File: src/rtl/pipeline_interlock_ctrl.sv
// EX-stage operand bypass select plus hold/bubble/flush sequencing for the pipeline registers.
// Zero-cycle latency (outputs combinational from state + inputs); dmem stalls freeze the whole pipe.
module pipeline_interlock_ctrl #(
   parameter int RW        = 4,
   parameter int FLUSH_CYC = 1,
   parameter int MAX_WAIT  = 15
) (
   input  logic          clk,
   input  logic          rst_n,
   input  logic [RW-1:0] id_ex_rs_a,
   input  logic [RW-1:0] id_ex_rs_b,
   input  logic          id_ex_use_a,
   input  logic          id_ex_use_b,
   input  logic          ex_mem_regwrite,
   input  logic [RW-1:0] ex_mem_rd,
   input  logic          ex_mem_is_load,
   input  logic          mem_wb_regwrite,
   input  logic [RW-1:0] mem_wb_rd,
   input  logic          dmem_ready,
   input  logic          branch_taken,
   output logic [1:0]    forward_a,
   output logic [1:0]    forward_b,
   output logic          hold_front,
   output logic          hold_back,
   output logic          bubble_ex,
   output logic          flush_front,
   output logic          mem_timeout
);

   localparam int WW = $clog2(MAX_WAIT + 1);
   localparam logic [WW-1:0] WAIT_MAX   = WW'(MAX_WAIT);
   localparam logic [1:0]    FLUSH_INIT = 2'(FLUSH_CYC);
   localparam logic [1:0]    FLUSH_RUN  = 2'(FLUSH_CYC - 1);

   typedef enum logic [1:0] {
      ST_RUN,
      ST_MEM_WAIT,
      ST_FLUSH
   } state_t;

   state_t          state_q, state_d;
   logic [WW-1:0]   wait_cnt_q, wait_cnt_d;
   logic [1:0]      flush_cnt_q, flush_cnt_d;
   logic            branch_pend_q, branch_pend_d;
   logic            mem_timeout_q, mem_timeout_d;

   logic [1:0]      fwd_a, fwd_b;
   logic            load_use;
   logic            waiting;
   logic            exit_flush;
   logic [WW-1:0]   wait_inc;
   logic            hold_front_c, hold_back_c, bubble_c, flush_c;

   always_comb begin
      fwd_a = 2'b00;
      if (ex_mem_regwrite && !ex_mem_is_load && id_ex_use_a && (ex_mem_rd == id_ex_rs_a))
         fwd_a = 2'b10;
      else if (mem_wb_regwrite && id_ex_use_a && (mem_wb_rd == id_ex_rs_a))
         fwd_a = 2'b01;

      fwd_b = 2'b00;
      if (ex_mem_regwrite && !ex_mem_is_load && id_ex_use_b && (ex_mem_rd == id_ex_rs_b))
         fwd_b = 2'b10;
      else if (mem_wb_regwrite && id_ex_use_b && (mem_wb_rd == id_ex_rs_b))
         fwd_b = 2'b01;
   end

   assign load_use = ex_mem_is_load && ex_mem_regwrite &&
                     ((id_ex_use_a && (ex_mem_rd == id_ex_rs_a)) ||
                      (id_ex_use_b && (ex_mem_rd == id_ex_rs_b)));

   always_comb begin
      state_d       = state_q;
      wait_cnt_d    = wait_cnt_q;
      flush_cnt_d   = flush_cnt_q;
      branch_pend_d = branch_pend_q;
      mem_timeout_d = mem_timeout_q;
      hold_front_c  = 1'b0;
      hold_back_c   = 1'b0;
      bubble_c      = 1'b0;
      flush_c       = 1'b0;
      waiting       = 1'b0;
      exit_flush    = 1'b0;
      wait_inc      = (wait_cnt_q == WAIT_MAX) ? wait_cnt_q : WW'(wait_cnt_q + 1'b1);

      case (state_q)
         ST_FLUSH: begin
            // EX holds a bubble here, so hazard checks are not needed.
            flush_c     = 1'b1;
            flush_cnt_d = flush_cnt_q - 2'd1;
            if (flush_cnt_q <= 2'd1)
               state_d = ST_RUN;
         end
         default: begin
            waiting = (state_q == ST_MEM_WAIT) ? !dmem_ready : (ex_mem_is_load && !dmem_ready);
            if (waiting) begin
               hold_front_c  = 1'b1;
               hold_back_c   = 1'b1;
               state_d       = ST_MEM_WAIT;
               branch_pend_d = branch_pend_q | branch_taken;
               if (state_q == ST_MEM_WAIT) begin
                  wait_cnt_d = wait_inc;
                  if (wait_inc == WAIT_MAX)
                     mem_timeout_d = 1'b1;
               end
            end else begin
               // Memory done (or never busy): ordinary run-mode hazard rules apply.
               exit_flush    = (state_q == ST_MEM_WAIT) && branch_pend_q;
               wait_cnt_d    = '0;
               branch_pend_d = 1'b0;
               state_d       = ST_RUN;
               if (load_use) begin
                  hold_front_c = 1'b1;
                  bubble_c     = 1'b1;
               end else if (branch_taken && !exit_flush) begin
                  flush_c     = 1'b1;
                  flush_cnt_d = FLUSH_RUN;
                  if (FLUSH_CYC > 1)
                     state_d = ST_FLUSH;
               end
               if (exit_flush) begin
                  flush_cnt_d = FLUSH_INIT;
                  state_d     = ST_FLUSH;
               end
            end
         end
      endcase
   end

   always_ff @(posedge clk or negedge rst_n) begin
      if (!rst_n) begin
         state_q       <= ST_RUN;
         wait_cnt_q    <= '0;
         flush_cnt_q   <= 2'd0;
         branch_pend_q <= 1'b0;
         mem_timeout_q <= 1'b0;
      end else begin
         state_q       <= state_d;
         wait_cnt_q    <= wait_cnt_d;
         flush_cnt_q   <= flush_cnt_d;
         branch_pend_q <= branch_pend_d;
         mem_timeout_q <= mem_timeout_d;
      end
   end

   assign forward_a   = rst_n ? fwd_a : 2'b00;
   assign forward_b   = rst_n ? fwd_b : 2'b00;
   assign hold_front  = rst_n & hold_front_c;
   assign hold_back   = rst_n & hold_back_c;
   assign bubble_ex   = rst_n & bubble_c;
   assign flush_front = rst_n & flush_c;
   assign mem_timeout = rst_n & mem_timeout_q;

endmodule

File: config.mk
export PLATFORM = sky130hd
export DESIGN_NAME = pipeline_interlock_ctrl
export DESIGN_NICKNAME = d
export VERILOG_FILES = /design/src/rtl/pipeline_interlock_ctrl.sv
export SDC_FILE = /design/constraint.sdc
export NUM_CORES = 1
export LEC_CHECK = 0
export CAP_MARGIN = 5
export CORE_MARGIN = 3
export CORE_UTILIZATION = 39
export DETAILED_ROUTE_END_ITERATION = 7
export GPL_TIMING_DRIVEN = 0
export PLACE_DENSITY = 0.76
export SETUP_SLACK_MARGIN = 0.05
export SYNTH_ARGS = -nofsm -noshare
export SYNTH_HDL_FRONTEND = slang
export SYNTH_SLANG_ARGS = --single-unit
File: constraint.sdc
create_clock -name clk -period 1.9 [get_ports clk]
set_clock_uncertainty 0.05 [all_clocks]
set_input_delay 0.475 -clock clk [delete_from_list [all_inputs] [get_ports clk]]
set_output_delay 0.475 -clock clk [all_outputs]
set_load 0.02 [all_outputs]
==> results of run 1 <==
-- flip-flops by register name (all words and copies together) (netlist names) --
register / count
branch_pend_q: 1
state_q: 2
wait_cnt_q: 4
mem_timeout_q: 1
flush_cnt_q: 2
-- cells by family after synthesis --
kind of cell / count (synthesis) / synth area share (%)
AO/OA/AOI/OAI: 25 / 20.1
XOR/XNOR: 17 / 17.0
adder cells (fa/ha/maj): 2 / 2.86
buffers and inverters: 5 / 3.43
flip-flops: 10 / 28.6
multiplexers: 1 / 1.14
AND/OR/NAND/NOR: 46 / 26.9
-- cells in the final DEF (no fill, tap or decap), drive strengths merged, types with 2 or more instances in the layout --
cell type	Yosys	layout
a21oi	8	8
buf	2	36
nor2b	3	3
and2	3	3
inv	2	2
nor3	3	3
xor2	2	2
clkbuf	1	6
a2111oi	2	2
nor2	7	7
nand3	13	13
dfrtp	10	10
dlygate4sd2	0	6
nand2	9	9
xnor2	15	15
nand2b	2	2
clkdlybuf4s15	0	3
ha	2	2
o21ai	4	4
nor3b	2	2
-- metrics by stage --
| step | setup TNS [ns] | util [%] | hold slack, ns | area [µm²] |
|---|---|---|---|---|
| floorplan | 0 | - | 0.129 | 907 |
| global placement | -9.56 | 62.3 | 0.393 | 1270 |
| detailed placement | -9.76 | 62.3 | 0.422 | 1270 |
| CTS | -0.902 | 70.2 | 0.438 | 1430 |
| global route | -1.22 | 74.7 | 0.462 | 1530 |
| finish | -0.859 | 74.7 | 0.427 | 1530 |
-- power by group through the flow --
stage                     registers (mW)  clock network, mW  logic [mW]
after global placement             0.252                  0       0.221
final                              0.250              0.199       0.297
after CTS                          0.249              0.203       0.265
after floorplan                    0.250                  0       0.131
after detailed placement           0.253                  0       0.230
after global routing               0.252              0.211       0.321
-- worst reg2reg max path: cells and delay by family, from the launching register on --
family | cells | cell delay (ns)
buffers and inverters | 1 | 0.25
flip-flops | 1 | 0.45
multiplexers | 1 | 0.19
AND/OR/NAND/NOR | 2 | 0.27
adder cells (fa/ha/maj) | 1 | 0.17
AO/OA/AOI/OAI | 1 | 0.21
-- how the worst max path moves through the flow --
| stage | to | slack (ns) | cells past startpoint |
|---|---|---|---|
| floorplan | forward_a[0] | 0.005 | 4 |
| global route | bubble_ex | -0.25 | 7 |
| finish | flush_front | -0.19 | 7 |
| CTS | flush_front | -0.24 | 7 |
| detailed placement | forward_b[0] | -1.18 | 4 |
| global placement | forward_a[0] | -1.18 | 4 |
-- cell type report --
cell class                 count  share of cell area, %
tap                           27                   2.21
inverter                       2                  0.492
sequential                    10                   16.4
multi-input combinational     91                   49.7
clock buffer                   4                   2.38
timing repair buffer          46                   27.1
buffer                         3                   1.72
-- routing by layer --
layer,track usage (%),routed length [µm]
met1,23.8,1090
met2,36.9,1550
met3,3.38,212
met4,10.2,50
met5,0,0
-- repair_timing --
action                                 CTS  global route
resized for setup                      147            21
setup endpoints to repair                9             8
setup buffers                           10             2
endpoints found under the hold margin   10             0
pin swaps                               21             9
hold buffers                             1             0
==> impl_summary.log, run 1 <==
[metrics] run status: complete, but fails checks
[metrics] violations in the final reports: negative setup slack
[metrics] maximum number of buffers from clock root to sink: 2
[metrics] achievable clock frequency: 477 MHz
[metrics] clock network fraction of total power: 26.7%
[metrics] dpl cells: 166
[metrics] area overhead of the layout relative to synthesis: 74.1%
[metrics] worst hold path startpoint: mem_timeout_q
[metrics] area of combinational cells with multiple inputs: 758 µm²
[metrics] Core Box Area: 2040 µm²
[metrics] DIE AREA: 2850 µm²
[metrics] fin worst setup slack: -0.195 ns
[metrics] antenna diode count: 0
[metrics] kind of capture point of the worst setup path: primary output
[metrics] number of port buffers: 33
[metrics] total count of hold-check failures in the final report: 0
[metrics] leakage: 0.672 nW
[metrics] clock input transition at the sequential cells of the worst setup and hold paths: 0.07 ns
[metrics] share of synthesized registers carrying an async set or reset: 100%
[metrics] destination of the worst register-to-register timing path: mem_timeout_q
[metrics] number of top-level pins: 34
[metrics] commonest register cell after synthesis: dfrtp_1
[metrics] required time worst endpoint: 1.37 ns
[metrics] non-filler instance count after layout: 183
[metrics] Final Net Count: 184
[metrics] final RePlAce weighted congestion: 0.792
[metrics] Pre-antenna DRT Iters: 4
[metrics] relative slew slack: 67.8%
[metrics] TritonCTS buffer count: 3
[metrics] area used by sequential logic in the layout: 250 µm²
[metrics] wire length of the first global-routing pass: 4.28 mm
[metrics] Via Count: 1026
[metrics] grt total ovfl: 0
[metrics] dominant cell by count in the synthesized netlist: xnor2_1
[metrics] kind of start point of the critical path: primary input
[metrics] number of H-tree levels: 1
[metrics] post-route DRC violation count: 0
[metrics] die extent in y: 53.4 µm
[metrics] max-cap violation count: 0
[metrics] insertion delay of the later-clocked pin in the worst-skew pair: 0.27 ns
[metrics] most repeated library cell on the critical path: buf_6
[metrics] Hold Path Class: reg -> reg
[metrics] number of flops mapped to enable cells by yosys: 0
[metrics] number of cell instances on the worst register-to-register path: 6
[metrics] power density of the placed cells: ~500 nW/µm²
[metrics] worst slack at placement: -1.18 ns
[metrics] cell depth of the worst hold path: 1
[metrics] CP Class: in -> out
[metrics] fin crit period: around 2.1 ns
[metrics] syn nets: between 100 and 150
[metrics] net load switching power: about 240 µW
[metrics] initial core utilization: a little over two fifths
[metrics] cell taking the most area after synthesis: dfrtp_1
[metrics] CTS Sinks: 10
[metrics] crit path launch: id_ex_rs_a[3]
[metrics] number of antenna violations at the first check in global routing: 0
[metrics] number of distinct library cells after synthesis: 36
[metrics] leading cell types by count after synthesis: xnor2_1 (15), nand3_1 (13), dfrtp_1 (10)
[metrics] vias per std cell: 5.61
[metrics] number of warning messages in the yosys log: 0
[metrics] Clock Tree Root: clkbuf_4
[metrics] pin count of the biggest net entering global routing: 11
[metrics] cells along the critical path: buf_6 > xnor2_2 > nand3_2 > o22a_2 > a41o_1 > and2_4 > buf_6
[metrics] Mapped Area: about 900 µm²
[metrics] worst vdd ir: 0.461 mV
[metrics] die outline width: around 53 µm
[metrics] post-synthesis sequential element count: 10
[metrics] Max Transition Viols Final: 0
[metrics] largest delay contributor family on the critical path: compound AO/OA/AOI/OAI gates
[metrics] Final Cycle Share: 110%
[metrics] TritonCTS clock tree: yes
[metrics] number of standard cells after synthesis: roughly 110
[metrics] ratio of cells with drive above 1 in the final layout: 44.9%
[metrics] share of Yosys cell area claimed by the top area cell type: 28.6%
[metrics] total routing resource utilization after global routing: 20.9%
[metrics] Placement Rows: 16
[metrics] Max stage delay on crit path: between 0.2 and 0.3 ns
[metrics] Worst Path Buf+Inv: 2
[metrics] largest fanout on the critical path: 3
[metrics] internal power component: between 500 and 600 µW
[metrics] slew of the pin with the lowest slew margin: 0.482 ns
[metrics] half-perimeter wire length after detailed placement: 1.93 mm
[metrics] final setup violation count: 5
[metrics] Routed Antenna Nets: 0
[metrics] number of global-route vias before repair: approximately 1.0k
[metrics] Net Sw Frac: about a third
[metrics] Critical Path Slowest Stage Cell: o22a_2
[metrics] data arrival time of the critical path: around 1.6 ns
[metrics] Routed Wire Length: 2.90 mm
[metrics] sequential area share after synthesis: between 20 and 30%
[metrics] leading cell types by total area after synthesis: dfrtp_1 (29%), xnor2_1 (15%), nand3_1 (7.4%)
[metrics] number of filler cells placed in the layout: 158
[metrics] per-cell routed wire length: 15.8 µm
[metrics] combinational share of power: 39.9%
[metrics] worst-case hold path end point: mem_timeout_q
[metrics] worst flop-to-flop path startpoint: wait_cnt_q[0]
[metrics] average cell area after synthesis: 8.26 µm²
[metrics] total power consumption of the routed design: 746 µW
[metrics] number of design-rule violations left by the first detailed-router iteration: 26
[metrics] Worst R2R Setup Slack: about 0.19 ns
[metrics] sequential group share of total power: 33.5%
[metrics] unrepaired setup endpoints after global routing: true
(Power assumes the default switching activity.)
==> inputs of run 2 (changes only) <==
SETUP_SLACK_MARGIN = default   (was 0.05)
==> run 2 against run 1 <==
  * The run still ends with negative setup slack left
  * Global-route usage grew 2.2 points
  * Cell count grew 3.3%
  * Die area is the same
  * Total power grew 5.7%
  * Combinational power grew 15%
  * Non-clock buffer count grew 6
  * Clock power shrank 3%
  * Fmax shrank 0.47%
  * First-iteration DRC count shrank 54%
==> impl_summary.log, run 2 (synthesized netlist as in run 1, its figures left out) <==
[metrics] slew of the pin with the lowest slew margin: 0.320 ns
[metrics] Pre-antenna DRT Iters: 4
[metrics] final setup violation count: 6
[metrics] initial core utilization: ~43%
[metrics] number of global-route vias before repair: around 1k
[metrics] Final Cycle Share: 111%
[metrics] total routing resource utilization after global routing: 23.1%
[metrics] number of H-tree levels: 1
[metrics] Clock Tree Root: clkbuf_4
[metrics] Final Net Count: 190
[metrics] non-filler instance count after layout: 189
[metrics] number of port buffers: 33
[metrics] post-placement cell area: about 1300 µm²
[metrics] number of antenna violations at the first check in global routing: 0
[metrics] Critical Path Slowest Stage Cell: o22a_1
[metrics] pin count of the biggest net entering global routing: 10
[metrics] Max Transition Viols Final: 0
[metrics] maximum number of buffers from clock root to sink: 2
[metrics] Max stage delay on crit path: 0.24 ns
[metrics] grt total ovfl: 0
[metrics] die extent in y: about 53 µm
[metrics] CP Class: in -> out
[metrics] clock input transition at the sequential cells of the worst setup and hold paths: about 0.060 ns
[metrics] most frequent cells in the layout: buf_4 (23), buf_6 (14), nand3_1 (9), dfrtp_1 (9)
[metrics] antenna diode count: 0
[metrics] Hold Worst Slack: 0.434 ns
[metrics] Placement Rows: 16
[metrics] fin crit period: between 2 and 2.5 ns
[metrics] achievable clock frequency: 475 MHz
[metrics] insertion delay of the later-clocked pin in the worst-skew pair: 0.27 ns
[metrics] post-route DRC violation count: 0
[metrics] Hold Path Class: reg -> reg
[metrics] dpl cells: 166
[metrics] ratio of cells with drive above 1 in the final layout: 51.2%
[metrics] per-cell routed wire length: 18.3 µm
[metrics] CTS Sinks: 10
[metrics] run status: complete, but fails checks
[metrics] register ranked first by flip-flop count: wait_cnt_q
[metrics] TritonCTS clock tree: yes
[metrics] half-perimeter wire length after detailed placement: 1.98 mm
[metrics] fin worst setup slack: -0.205 ns
[metrics] number of filler cells placed in the layout: 114
[metrics] worst vdd ir: 0.582 mV
[metrics] final design instance area without fill: 1660 µm²
[metrics] wire length of the first global-routing pass: 4.75 mm
[metrics] leading cell type in the layout, fill and taps excluded: buf_4
[metrics] Via Count: between 1k and 1.5k
[metrics] DIE AREA: 2850 µm²
[metrics] power density of the placed cells: 474 nW/µm²
[metrics] number of top-level pins: 34
[metrics] cells along the critical path: buf_8 > xnor2_2 > nand3_2 > o22a_1 > buf_6 > nor3b_2 > buf_4
[metrics] unrepaired setup endpoints after global routing: true
[metrics] kind of start point of the critical path: primary input
[metrics] relative slew slack: 78.6%
[metrics] fraction of the core area covered by cells at the end of the flow: 81.5%
[metrics] Core Box Area: between 2000 and 2500 µm²
[metrics] leakage: 0.715 nW
[metrics] required time worst endpoint: ~1.4 ns
[metrics] vias per std cell: 5.69
[metrics] Routed Antenna Nets: 0
[metrics] data arrival time of the critical path: 1.58 ns
[metrics] Regs by FF count: wait_cnt_q (4), flush_cnt_q (2), state_q (2)
[metrics] total power consumption of the routed design: 788 µW
[metrics] Routed Wire Length: 3.46 mm
[metrics] largest fanout on the critical path: 3
[metrics] number of design-rule violations left by the first detailed-router iteration: 12
[metrics] area overhead of the layout relative to synthesis: 90.0%
[metrics] TritonCTS buffer count: 3
[metrics] kind of capture point of the worst setup path: primary output
[metrics] total count of hold-check failures in the final report: 0
[metrics] violations in the final reports: negative setup slack
[metrics] max FFs per register: 4
[metrics] max-cap violation count: 0
[metrics] die outline width: 53.4 µm
[metrics] final RePlAce weighted congestion: 0.794
run 2: cell count changes in the layout (fill, tap and decap cells not counted), sizes merged:
cell / before / now
clkbuf: 6 / 4
buf: 36 / 46
dlygate4sd2: 6 / 4
clkdlybuf4s15: 3 / 2
dlygate4sd3: 1 / 2
run 2: report_power, final:
part	internal (mW)	leakage (nW)	total, mW	switching (mW)
sequential	0.232	0.134	0.254	0.0221
clock	0.117	0.0210	0.194	0.0769
combinational	0.187	0.560	0.341	0.153
total	0.536	0.715	0.788	0.252
run 2: per-stage QoR:
stage	setup TNS (ns)	setup slack [ns]
final	-0.854	-0.205
after global routing	-1.23	-0.281
after CTS	-0.777	-0.247
after detailed placement	-9.79	-1.20
after global placement	-9.56	-1.17
after floorplan	0	0.00451
run 2: final cells by class:
cell class	count	area, µm²	share of cell area (%)
buffer	1	11.3	0.677
clock buffer	4	36.3	2.18
inverter	2	7.51	0.451
multi-input combinational	91	835	50.2
sequential	10	251	15.1
tap	27	33.8	2.03
timing repair buffer	54	489	29.4
run 2: layer usage:
layer | GRT usage (%) | vias up | share of wire, %
met4 | 3.83 | 0 | 2.4
li1 | - | 494 | -
met2 | 42.9 | 40 | 55
met1 | 27.1 | 533 | 39
met5 | 0 | - | 0
met3 | 4.51 | 8 | 4.1
run 2: worst paths after layout:
kind	from	cells past startpoint	slack, ns	endpoint
worst max-delay path	id_ex_rs_b[3]	7	-0.20	bubble_ex
worst max register to register	state_q[1]	9	0.09	wait_cnt_q[2]
worst min register to register	mem_timeout_q	1	0.43	mem_timeout_q
min in group asynchronous	rst_n	2	0.62	wait_cnt_q[2]
max in group asynchronous	rst_n	2	0.87	state_q[0]
worst min-delay path	mem_timeout_q	1	0.43	mem_timeout_q
run 2: timing repair:
| action | CTS | global route |
|---|---|---|
| hold endpoints to repair | 6 | 0 |
| pin swaps | 24 | 15 |
| cloned | 0 | 0 |
| gates resized for setup | 161 | 35 |
| setup buffers | 14 | 5 |
| endpoints found under the setup margin | 9 | 9 |
| hold buffers | 2 | 0 |
run 2: worst max-delay path: cells and delay by family:
family | cells | cell delay (ns)
and+or+nand+nor | 2 | 0.28
xor gates and xnor gates | 1 | 0.17
AOI/OAI and AO/OA | 1 | 0.24
buffers and inverters | 3 | 0.41
